<file path="src/rtl/psx_hwreg_pkg.sv">
// ---------------------------------------------------------------------------
// psx_hwreg_pkg
// Shared definitions for PSX-style HW-register responders.
// Contents:
//   - register byte addresses for the interrupt controller (I_STAT, I_MASK)
//   - address decode mask that folds the KUSEG/KSEG0/KSEG1 mirrors together
//   - bus-handshake FSM state enum (IDLE -> ACK -> HOLD)
//   - addr_hit(): mirror-aware register address comparison
// ---------------------------------------------------------------------------
package psx_hwreg_pkg;

  // Register addresses as seen in KUSEG; the mirrors differ only in [31:29].
  localparam logic [31:0] I_STAT_ADDR       = 32'h1F80_1070;
  localparam logic [31:0] I_MASK_ADDR       = 32'h1F80_1074;

  // Keeps hw_addr[28:0]; dropping [31:29] makes 0x1F.., 0x9F.. and 0xBF.. alias.
  localparam logic [31:0] HWREG_DECODE_MASK = 32'h1FFF_FFFF;

  // Handshake states shared by every HW-register responder.
  typedef enum logic [1:0] {
    IDLE = 2'd0,  // waiting for a read or write strobe
    ACK  = 2'd1,  // access committed, hw_ack high for this single cycle
    HOLD = 2'd2   // waiting for the initiator to drop its strobes
  } hwreg_state_t;

  // True when a CPU address hits a register in any of the segment mirrors.
  function automatic logic addr_hit(input logic [31:0] addr,
                                    input logic [31:0] reg_addr);
    return (addr & HWREG_DECODE_MASK) == (reg_addr & HWREG_DECODE_MASK);
  endfunction

endpackage

</file>
<file path="src/rtl/irq_edge_detect.sv">
// ---------------------------------------------------------------------------
// irq_edge_detect
// Per-bit rising-edge detector for synchronous interrupt request lines.
// A bit of edges is high for the one cycle in which irq_src is 1 and the
// previous sample was 0. A level held high produces no further pulses.
// Because the previous-sample register clears on reset, a line that is
// already high when reset is released yields exactly one edge.
// Ports:
//   clk      in   clock, rising edge
//   rst      in   synchronous active-high reset
//   irq_src  in   [WIDTH] raw interrupt request lines
//   edges    out  [WIDTH] rising-edge pulses (combinational from irq_src)
// ---------------------------------------------------------------------------
module irq_edge_detect #(
  parameter int WIDTH = 11
) (
  input  logic             clk,
  input  logic             rst,
  input  logic [WIDTH-1:0] irq_src,
  output logic [WIDTH-1:0] edges
);

  logic [WIDTH-1:0] irq_prev;

  always_ff @(posedge clk) begin
    if (rst) begin
      irq_prev <= '0;
    end else begin
      irq_prev <= irq_src;
    end
  end

  assign edges = irq_src & ~irq_prev;

endmodule

</file>
<file path="src/rtl/intr_ctrl.sv">
// ---------------------------------------------------------------------------
// intr_ctrl
// PSX-style interrupt controller with two HW registers:
//   I_STAT (0x1F801070): sticky rising-edge status; write 0 acknowledges a
//                        bit, write 1 keeps it; a new edge always wins.
//   I_MASK (0x1F801074): interrupt enable mask.
// cpu_irq is the registered OR of (stat & mask).
// Bus handshake: a level strobe seen in IDLE commits the access and gives
// one hw_ack pulse in the following cycle; the FSM then waits in HOLD until
// both strobes are low, so a held strobe never produces a second access.
// Read has priority when both strobes are high. Unmapped addresses read 0,
// discard writes and still acknowledge.
// Ports:
//   clk        in   clock, rising edge
//   rst        in   synchronous active-high reset
//   hw_addr    in   [32] CPU byte address (decoded on [28:0])
//   hw_data_i  in   [32] write data
//   hw_wen     in   write strobe, level, held until ack
//   hw_ren     in   read strobe, level, held until ack
//   hw_data_o  out  [32] registered read data, held until the next read
//   hw_ack     out  registered one-cycle completion pulse
//   irq_src    in   [NUM_IRQ] raw interrupt requests, synchronous to clk
//   cpu_irq    out  registered interrupt request to the CPU
// ---------------------------------------------------------------------------
module intr_ctrl
  import psx_hwreg_pkg::*;
#(
  parameter int NUM_IRQ = 11
) (
  input  logic               clk,
  input  logic               rst,
  input  logic [31:0]        hw_addr,
  input  logic [31:0]        hw_data_i,
  input  logic               hw_wen,
  input  logic               hw_ren,
  output logic [31:0]        hw_data_o,
  output logic               hw_ack,
  input  logic [NUM_IRQ-1:0] irq_src,
  output logic               cpu_irq
);

  hwreg_state_t       state;
  logic [NUM_IRQ-1:0] stat;
  logic [NUM_IRQ-1:0] mask;
  logic [NUM_IRQ-1:0] new_edges;
  logic [NUM_IRQ-1:0] stat_next;
  logic [NUM_IRQ-1:0] mask_next;
  logic [31:0]        read_val;
  logic               hit_stat;
  logic               hit_mask;
  logic               start;
  logic               rd_commit;
  logic               wr_commit;

  irq_edge_detect #(
    .WIDTH (NUM_IRQ)
  ) u_edge_detect (
    .clk     (clk),
    .rst     (rst),
    .irq_src (irq_src),
    .edges   (new_edges)
  );

  // Bits of the write data above the implemented sources are ignored.
  if (NUM_IRQ < 32) begin : g_unused_data
    logic unused_data;
    assign unused_data = ^hw_data_i[31:NUM_IRQ];
  end

  // Access decode and next register values.
  // NOTE: every always_comb output gets a default before any branch; a path
  // that leaves a signal unassigned would infer a latch.
  always_comb begin
    hit_stat  = addr_hit(hw_addr, I_STAT_ADDR);
    hit_mask  = addr_hit(hw_addr, I_MASK_ADDR);

    start     = (state == IDLE) && (hw_ren || hw_wen);
    rd_commit = start && hw_ren;
    wr_commit = start && !hw_ren && hw_wen;

    read_val = '0;
    if (hit_stat) begin
      read_val[NUM_IRQ-1:0] = stat;
    end else if (hit_mask) begin
      read_val[NUM_IRQ-1:0] = mask;
    end

    // Acknowledge first, then OR in fresh edges so a simultaneous edge on a
    // bit being cleared leaves that bit set.
    stat_next = stat;
    if (wr_commit && hit_stat) begin
      stat_next = stat & hw_data_i[NUM_IRQ-1:0];
    end
    stat_next = stat_next | new_edges;

    mask_next = mask;
    if (wr_commit && hit_mask) begin
      mask_next = hw_data_i[NUM_IRQ-1:0];
    end
  end

  // Handshake FSM with registered outputs, plus the register file.
  // NOTE: sequential state uses non-blocking assignments so every register
  // samples pre-edge values regardless of statement order.
  always_ff @(posedge clk) begin
    if (rst) begin
      state     <= IDLE;
      hw_ack    <= 1'b0;
      hw_data_o <= '0;
      stat      <= '0;
      mask      <= '0;
      cpu_irq   <= 1'b0;
    end else begin
      stat    <= stat_next;
      mask    <= mask_next;
      // Built from the current registers, so it trails a stat/mask update by one cycle.
      cpu_irq <= |(stat & mask);
      hw_ack  <= 1'b0;

      case (state)
        IDLE: begin
          if (start) begin
            state  <= ACK;
            hw_ack <= 1'b1;
          end
          if (rd_commit) begin
            hw_data_o <= read_val;
          end
        end
        ACK: begin
          state <= HOLD;
        end
        HOLD: begin
          if (!hw_ren && !hw_wen) begin
            state <= IDLE;
          end
        end
        default: begin
          state <= IDLE;
        end
      endcase
    end
  end

endmodule

</file>
<file path="config.mk">
export PLATFORM = sky130hd
export DESIGN_NAME = intr_ctrl
export DESIGN_NICKNAME = d
export VERILOG_FILES = /design/src/rtl/psx_hwreg_pkg.sv /design/src/rtl/irq_edge_detect.sv /design/src/rtl/intr_ctrl.sv
export SDC_FILE = /design/constraint.sdc
export NUM_CORES = 1
export LEC_CHECK = 0
export CAP_MARGIN = 20
export CORE_MARGIN = 4
export CORE_UTILIZATION = 30
export DETAILED_ROUTE_END_ITERATION = 10
export PLACE_DENSITY = 0.59
export SKIP_CTS_REPAIR_TIMING = 1
export SYNTH_ARGS = -nofsm -noshare
export SYNTH_HDL_FRONTEND = slang
export SYNTH_SLANG_ARGS = --single-unit
export TNS_END_PERCENT = 30
</file>
<file path="constraint.sdc">
create_clock -name clk -period 2.6 [get_ports clk]
set_clock_uncertainty 0.15 [all_clocks]
set_input_delay 0.52 -clock clk [delete_from_list [all_inputs] [get_ports clk]]
set_output_delay 0.52 -clock clk [all_outputs]
set_load 0.01 [all_outputs]
</file>
## Yosys cells after proc, flatten, opt, wreduce, memory -nomap -nowiden

Index checks and enable logic that the tools add are counted.
W data, S select, Z words.

| storage, ports and cells | value |
|---|---|
| register bits after elaboration | 48 |
| bits in latches | 0 |
| bits in writable memories | 0 |
| bits in read-only memories | 0 |
| bits of input ports | 79 |
| output and inout bits | 34 |
| word-level logic and storage cells | 41 |
| memories | 0 |

| cells by class | value |
|---|---|
| add/sub/neg operators | 0 |
| multiply operators | 0 |
| divide/modulo/power cells | 0 |
| order comparisons | 0 |
| equality and inequality tests | 6 |
| shift-type cells | 0 |
| multiplexer cells | 7 |
| bitwise gates (word level) | 6 |
| reduce and logical (&&, ||, !) cells | 15 |

Operators by type and width:

| kind | count |
|---|---|
| $eq A29 B29 Y1 const B | 2 |
| $and A11 B11 Y11 | 3 |
| $mux W11 | 3 |
| $not A11 Y11 | 1 |
| $or A11 B11 Y11 | 1 |
| $reduce_or A11 Y1 | 1 |
| $logic_and A1 B1 Y1 | 7 |
| $pmux W2 S3 | 1 |
| $mux W2 | 2 |
| $ne A2 B2 Y1 const B | 2 |
| $reduce_and A2 Y1 | 2 |
| $eq A2 B1 Y1 const B | 1 |
| $eq A2 B2 Y1 const B | 1 |
| $logic_not A1 Y1 | 2 |
| $logic_not A2 Y1 | 1 |
| $reduce_or A2 Y1 | 1 |
| $logic_or A1 B1 Y1 | 1 |
| $mux W1 | 1 |
| $not A1 Y1 | 1 |

## Longest topological paths before layout

Gate-level depths: netlist (run 1).

| logic depth | value |
|---|---|
| depth in word-level cells | 7 |
| depth in mapped cells | 5 |

## Cells and area by module

A second synthesis (run 1) with hierarchy kept.

| unflattened totals | value |
|---|---|
| cells, all modules | 253 |
| area total of the unflattened synthesis | 2383.5 um^2 |

Modules (own cells, without submodules):

| module | instances | cells each | area an instance (um^2) |
|---|---|---|---|
| intr_ctrl | 1 | 219 | 1989.4 |
| irq_edge_detect | 1 | 34 | 394.1 |

## Least setup slack after synthesis (run 1)

OpenSTA, ideal clock, no wires.

| path | value |
|---|---|
| kind | in2reg |
| start point | input port hw_addr[13] |
| end point | register stat[9] |
| setup time | 0.134 ns |
| arrival time | 1.872 ns |
| required time | 2.316 ns |
| slack | 0.443 ns |
| cell stages on the path | 5 |
| buffers on the path | 1 |
| path through | or4b_1 > nor4_4 > and4b_1 > buf_2 > a211oi_1 |

| on the way | value |
|---|---|
| word-level cells in the longest chain between the ends | 4 |

Ends and longest elaborated chain:

| what | RTL line | RTL |
|---|---|---|
| from (decl) | intr_ctrl.sv:32 | `input logic [31:0] hw_addr,` |
| $eq A29 B29 Y1 | psx_hwreg_pkg.sv:29 | `return (addr & HWREG_DECODE_MASK) == (reg_addr & HWREG_DECODE_MASK);` |
| $logic_and A1 B1 Y1 | intr_ctrl.sv:91 | `if (wr_commit && hit_stat) begin` |
| $mux W11 | intr_ctrl.sv:91 |  |
| $or A11 B11 Y11 | intr_ctrl.sv:94 | `stat_next = stat_next \| new_edges;` |
| to (signal assigned) | intr_ctrl.sv:114 | `stat <= stat_next;` |
| to (decl) | intr_ctrl.sv:43 | `logic [NUM_IRQ-1:0] stat;` |

Every way passes these cells.
A chain may end at the register's enable or synchronous reset.

## Worst setup path after layout (run 1)

| path | value |
|---|---|
| start point | input port hw_addr[8] |
| end point | register stat[6] |

Same word-level chain as after synthesis.

==> results of run 1 <==
==> where the power goes <==
part	internal (mW)	switching [mW]
clock network	0.315	0.248
logic	0.120	0.0824
registers	0.761	0.0178
==> cell families (layout without fill, tap and decap cells) <==
family,count (synthesis),after routing,synth area share (%)
compound gates,28,28,8.45
buf+inv,34,81,9.79
flops,48,48,43.0
mux,23,23,10.9
other cells,1,21,0.168
simple gates,108,108,27.7
==> metal layers <==
layer,track usage (%),up-vias,wire length [um]
li1,-,925,-
met1,15.1,789,2330
met2,17.0,51,2200
met3,3.19,4,361
met4,2.53,0,23
met5,0,-,0
==> state kept, by name, summed over array words and instances (netlist names) <==
name / cells
u_edge_detect.irq_prev: 11
hw_data_o: 11
state: 2
hw_ack: 1
mask: 11
stat: 11
cpu_irq: 1
==> through the flow <==
stage | hold WS [ns] | utilization [%] | worst slack [ns]
floorplan | 0.311 | - | 0.443
global placement | 0.291 | 40.8 | 0.0165
detailed placement | 0.297 | 40.8 | 0.00460
CTS | 0.307 | 42.5 | 0.310
global route | 0.336 | 42.5 | 0.175
finish | 0.305 | 42.5 | 0.310
==> cell usage after synthesis, types with 2 or more instances <==
master,n
a211oi_1,11
a21oi_1,11
a221oi_1,2
a22o_1,2
buf_2,4
buf_4,21
clkbuf_1,7
dfxtp_1,48
mux2_2,11
mux2i_1,12
nand2_1,12
nand2b_1,22
nand4_1,13
nor2_1,26
nor2b_1,22
nor4_1,2
or4_1,2
or4b_1,2
==> layout make-up <==
type | instances | area share [%]
sequential | 48 | 31.2
clock buffer | 6 | 2.68
timing repair buffer | 73 | 24.1
tap | 99 | 4.02
clock inverter | 2 | 1.26
multi-input combinational | 180 | 36.8
==> worst register-to-register path, stage by stage (launching register included) <==
cell and delay [ns]:
dfxtp_1 0.36, nor4b_1 0.40, and4b_1 0.31, buf_12 0.15
a211oi_1 0.07
==> how the worst max path moves through the flow <==
stage,endpoint,slack (ns),cells after the start
6_report,stat[6],0.31,6
5_1_grt,mask[4],0.18,6
4_1_cts,stat[2],0.31,6
3_5_place_dp,mask[8],0.005,6
3_3_place_gp,stat[5],0.02,6
2_1_floorplan,stat[9],0.44,5
==> impl_metrics.env, run 1 <==
export IMPL_status="finished clean"
export IMPL_hold_class="flip-flop to flip-flop"
export IMPL_synthArstFlopShare_pct=0
export IMPL_insertion_delay_ns=0.29
export IMPL_grt_pass1_wl_um=7730
export IMPL_vias=1769
export IMPL_syn_avg_cell_area_sq_um=9.24
export IMPL_p_per_area_mw_per_mm2=501
export IMPL_critPathBufInv=2
export IMPL_mostFrequentLayoutCells="67 x clkdlybuf4s50_1, 48 x dfxtp_1, 26 x nor2_1"
export IMPL_synth_top_flop_cell="dfxtp_1"
export IMPL_clk_pin_slew_ns=0.09
export IMPL_synth_seq_area_share_pct=43.0
export IMPL_synth_area_sq_mm=0.00224
export IMPL_reg2reg_from="state[1]"
export IMPL_period_minus_slack_ns=2.29
export IMPL_drtIter0Drc=60
export IMPL_fin_setup_tns_ns=0
export IMPL_ys_ff_latch=48
export IMPL_hpwl_um=3720
export IMPL_antenna_cells=0
export IMPL_cts_path_max_buffers=2
export IMPL_hold_viol=0
export IMPL_grt_usage_pct=11.0
export IMPL_rrSetupSlack_ns=1.04
export IMPL_yosys_area_top_type_share_pct=43.0
export IMPL_grt_max_degree=60
export IMPL_port_buffers=67
export IMPL_nNetsFinal=387
export IMPL_initial_core_util_pct=30.8
export IMPL_reg2regPathDepth=4
export IMPL_ios=113
export IMPL_worstHoldPathCells=2
export IMPL_grt_setup_unrepaired="no"
export IMPL_crit_type="input pin to flip-flop"
export IMPL_drc=0
export IMPL_cts_sinks=48
export IMPL_cp_max_fo=11
export IMPL_period_share_pct=88.1
export IMPL_fillers=724
export IMPL_setup_violations_final=0
export IMPL_grt_pass1_vias=1587
export IMPL_cp_end_kind="flip-flop"
export IMPL_crit_chain="clkdlybuf4s50_1 > or4b_4 > nor4_4 > and4b_1 > buf_12 > a211oi_1"
export IMPL_worstHoldStart="hw_data_o[4]"
export IMPL_placed_area_sq_mm=0.00296
export IMPL_cts_htree_levels=2
export IMPL_yosysUniqueCellTypes=30
export IMPL_fin_cells=408
export IMPL_ir_drop_uv=310
export IMPL_syn_to_final_growth_pct=37.6
export IMPL_synth_largest_area_cell="dfxtp_1"
export IMPL_r2r_end="stat[6]"
export IMPL_cp_start_kind="input pin"
export IMPL_antenna_found_initial=0
export IMPL_crit_family="simple AND/OR/NAND/NOR gates"
export IMPL_power_mw=1.54
export IMPL_die_area_sq_mm=0.00890
export IMPL_slew_violations=0
export IMPL_core_area_sq_mm=0.00725
export IMPL_tightest_slew_ns=0.557
export IMPL_cp_data_required_time_ns=2.63
export IMPL_grt_overflow=0
export IMPL_totalWireLength_um=4920
export IMPL_cp_slowest_cell="or4b_4"
export IMPL_syn_inst=242
export IMPL_viasPerCell=4.34
export IMPL_drive_above_1_share_pct=8.74
export IMPL_die_w_um=94.4
export IMPL_arrival_ns=2.32
export IMPL_wl_per_cell_um=12.0
export IMPL_cts_root_buffer="clkbuf_8"
export IMPL_fp_dieH_um=94.4
export IMPL_dp_cells=400
export IMPL_leakage_nw=1.20
export IMPL_row_count=31
export IMPL_relSlewSlack_pct=62.7
export IMPL_fin_area_sq_mm=0.00308
export IMPL_max_stage_delay_ns=0.55
export IMPL_final_common_cell="clkdlybuf4s50_1"
export IMPL_max_cap_violations=0
export IMPL_dr_pass1_iters=4
export IMPL_multi_input_area_sq_mm=0.00113
export IMPL_cts_tree="done"
export IMPL_synth_edff_count=0
export IMPL_regArea_sq_um=961
export IMPL_synth_area_leaders="dfxtp_1 43%, buf_4 7.0%, nand2b_1 6.2%, nor2b_1 6.2%, mux2_2 5.5%"
export IMPL_place_gp_congestion=0.689
export IMPL_synth_warning_count=0
export IMPL_fmax_mhz=437
export IMPL_critPathLaunch="hw_addr[8]"
export IMPL_hold_end="hw_data_o[4]"
export IMPL_cts_buffers_inserted=5
export IMPL_postRouteAntennaNets=0
No activity file was read; power rests on OpenSTA's default activity.
==> run 2: changes to the inputs <==
Settings changed: MAX_ROUTING_LAYER from default to met4.
==> run 2 against run 1 <==
Compared with the run above: sequential share of layout area unchanged; clock-buffer cell count unchanged; die area unchanged; maximum frequency about the same; clock power about the same; critical path depth unchanged; setup slack about the same; global-route usage up 0.32 points; utilization unchanged; combinational power about the same; critical path type unchanged; critical endpoint unchanged; highest routed layer unchanged.
==> impl_metrics.env, run 2 (synthesis results as in run 1) <==
export IMPL_power_mw=1.54
export IMPL_grt_pass1_vias=1585
export IMPL_viasPerCell=4.36
export IMPL_grt_overflow=0
export IMPL_initial_core_util_pct=30.8
export IMPL_critPathBufInv=2
export IMPL_cts_tree="done"
export IMPL_wl_per_cell_um=12.0
export IMPL_die_area_sq_mm=0.00890
export IMPL_cp_max_fo=11
export IMPL_period_minus_slack_ns=2.29
export IMPL_port_buffers=67
export IMPL_antenna_cells=0
export IMPL_relSlewSlack_pct=63.6
export IMPL_cts_root_buffer="clkbuf_8"
export IMPL_crit_family="simple AND/OR/NAND/NOR gates"
export IMPL_rrSetupSlack_ns=1.04
export IMPL_fp_dieH_um=94.4
export IMPL_setup_violations_final=0
export IMPL_fin_cells=408
export IMPL_fillers=724
export IMPL_max_stage_delay_ns=0.55
export IMPL_hold_viol=0
export IMPL_drtIter0Drc=61
export IMPL_grt_max_degree=60
export IMPL_cp_start_kind="input pin"
export IMPL_fin_setup_tns_ns=0
export IMPL_dp_cells=400
export IMPL_cp_slowest_cell="or4b_4"
export IMPL_clk_pin_slew_ns=0.09
export IMPL_cts_buffers_inserted=5
export IMPL_cts_htree_levels=2
export IMPL_place_worst_setup_slack_ns=0.00460
export IMPL_grt_usage_pct=11.3
export IMPL_totalWireLength_um=4890
export IMPL_layout_setup_ws_ns=0.310
export IMPL_crit_type="input pin to flip-flop"
export IMPL_crit_chain="clkdlybuf4s50_1 > or4b_4 > nor4_4 > and4b_1 > buf_12 > a211oi_1"
export IMPL_final_common_cell="clkdlybuf4s50_1"
export IMPL_drc=0
export IMPL_place_gp_congestion=0.697
export IMPL_period_share_pct=88.1
export IMPL_drive_above_1_share_pct=8.74
export IMPL_hpwl_um=3720
export IMPL_cts_path_max_buffers=2
export IMPL_tightest_slew_ns=0.544
export IMPL_grt_setup_unrepaired="no"
export IMPL_arrival_ns=2.32
export IMPL_ir_drop_uv=309
export IMPL_nNetsFinal=387
export IMPL_grt_pass1_wl_um=7740
export IMPL_p_per_area_mw_per_mm2=501
export IMPL_slew_violations=0
export IMPL_leakage_nw=1.20
export IMPL_die_w_um=94.4
export IMPL_postRouteAntennaNets=0
export IMPL_vias=1777
export IMPL_core_area_sq_mm=0.00725
export IMPL_antenna_found_initial=0
export IMPL_whs_ns=0.304
export IMPL_cts_sinks=48
export IMPL_fmax_mhz=437
export IMPL_dr_pass1_iters=4
export IMPL_multi_input_area_sq_mm=0.00113
export IMPL_status="finished clean"
export IMPL_cp_end_kind="flip-flop"
export IMPL_insertion_delay_ns=0.29
export IMPL_row_count=31
export IMPL_ios=113
export IMPL_hold_class="flip-flop to flip-flop"
export IMPL_syn_to_final_growth_pct=37.6
export IMPL_cp_data_required_time_ns=2.63
export IMPL_mostFrequentLayoutCells="67 x clkdlybuf4s50_1, 48 x dfxtp_1, 26 x nor2_1"
export IMPL_regArea_sq_um=961
export IMPL_max_cap_violations=0
run 2: cell counts in the layout (fill, tap and decap cells not counted):
Identical to the previous run, type by type.
run 2: worst reg2reg max path, stage by stage, from the launching register on:
cell and delay (ns):
dfxtp_1 0.36, nor4b_1 0.40, and4b_1 0.31, buf_12 0.15, a211oi_1 0.07
run 2: layout make-up:
class | count | area share, %
Timing Repair Buffer | 73 | 24.1
Tap cell | 99 | 4.02
Multi-Input combinational cell | 180 | 36.8
Sequential cell | 48 | 31.2
Clock buffer | 6 | 2.68
Clock inverter | 2 | 1.26
run 2: through the flow:
step,utilization (%),cell area (sq um)
detailed placement,40.8,2960
global placement,40.8,2960
floorplan,-,2310
finish,42.5,3080
global route,42.5,3080
CTS,42.5,3080
run 2: where the power goes:
| part | leakage (nW) | switching (mW) | internal [mW] | total [mW] |
|---|---|---|---|---|
| Clock | 0.0614 | 0.248 | 0.315 | 0.563 |
| Sequential | 0.394 | 0.0179 | 0.761 | 0.779 |
| Combinational | 0.750 | 0.0819 | 0.120 | 0.202 |
run 2: path summary, 6_finish.rpt:
kind                 from           end  cells after the start
max            hw_addr[8]       stat[6]                      6
min          hw_data_o[4]  hw_data_o[4]                      2
max reg2reg      state[1]       stat[6]                      4
min reg2reg  hw_data_o[4]  hw_data_o[4]                      2
run 2: layer usage:
| layer | GRT usage, % | up-vias | share of wire (%) |
|---|---|---|---|
| li1 | - | 925 | - |
| met1 | 15.1 | 797 | 47 |
| met2 | 17.0 | 53 | 45 |
| met3 | 3.19 | 2 | 7.9 |
| met4 | 2.53 | 0 | 0.35 |
| met5 | - | - | 0 |
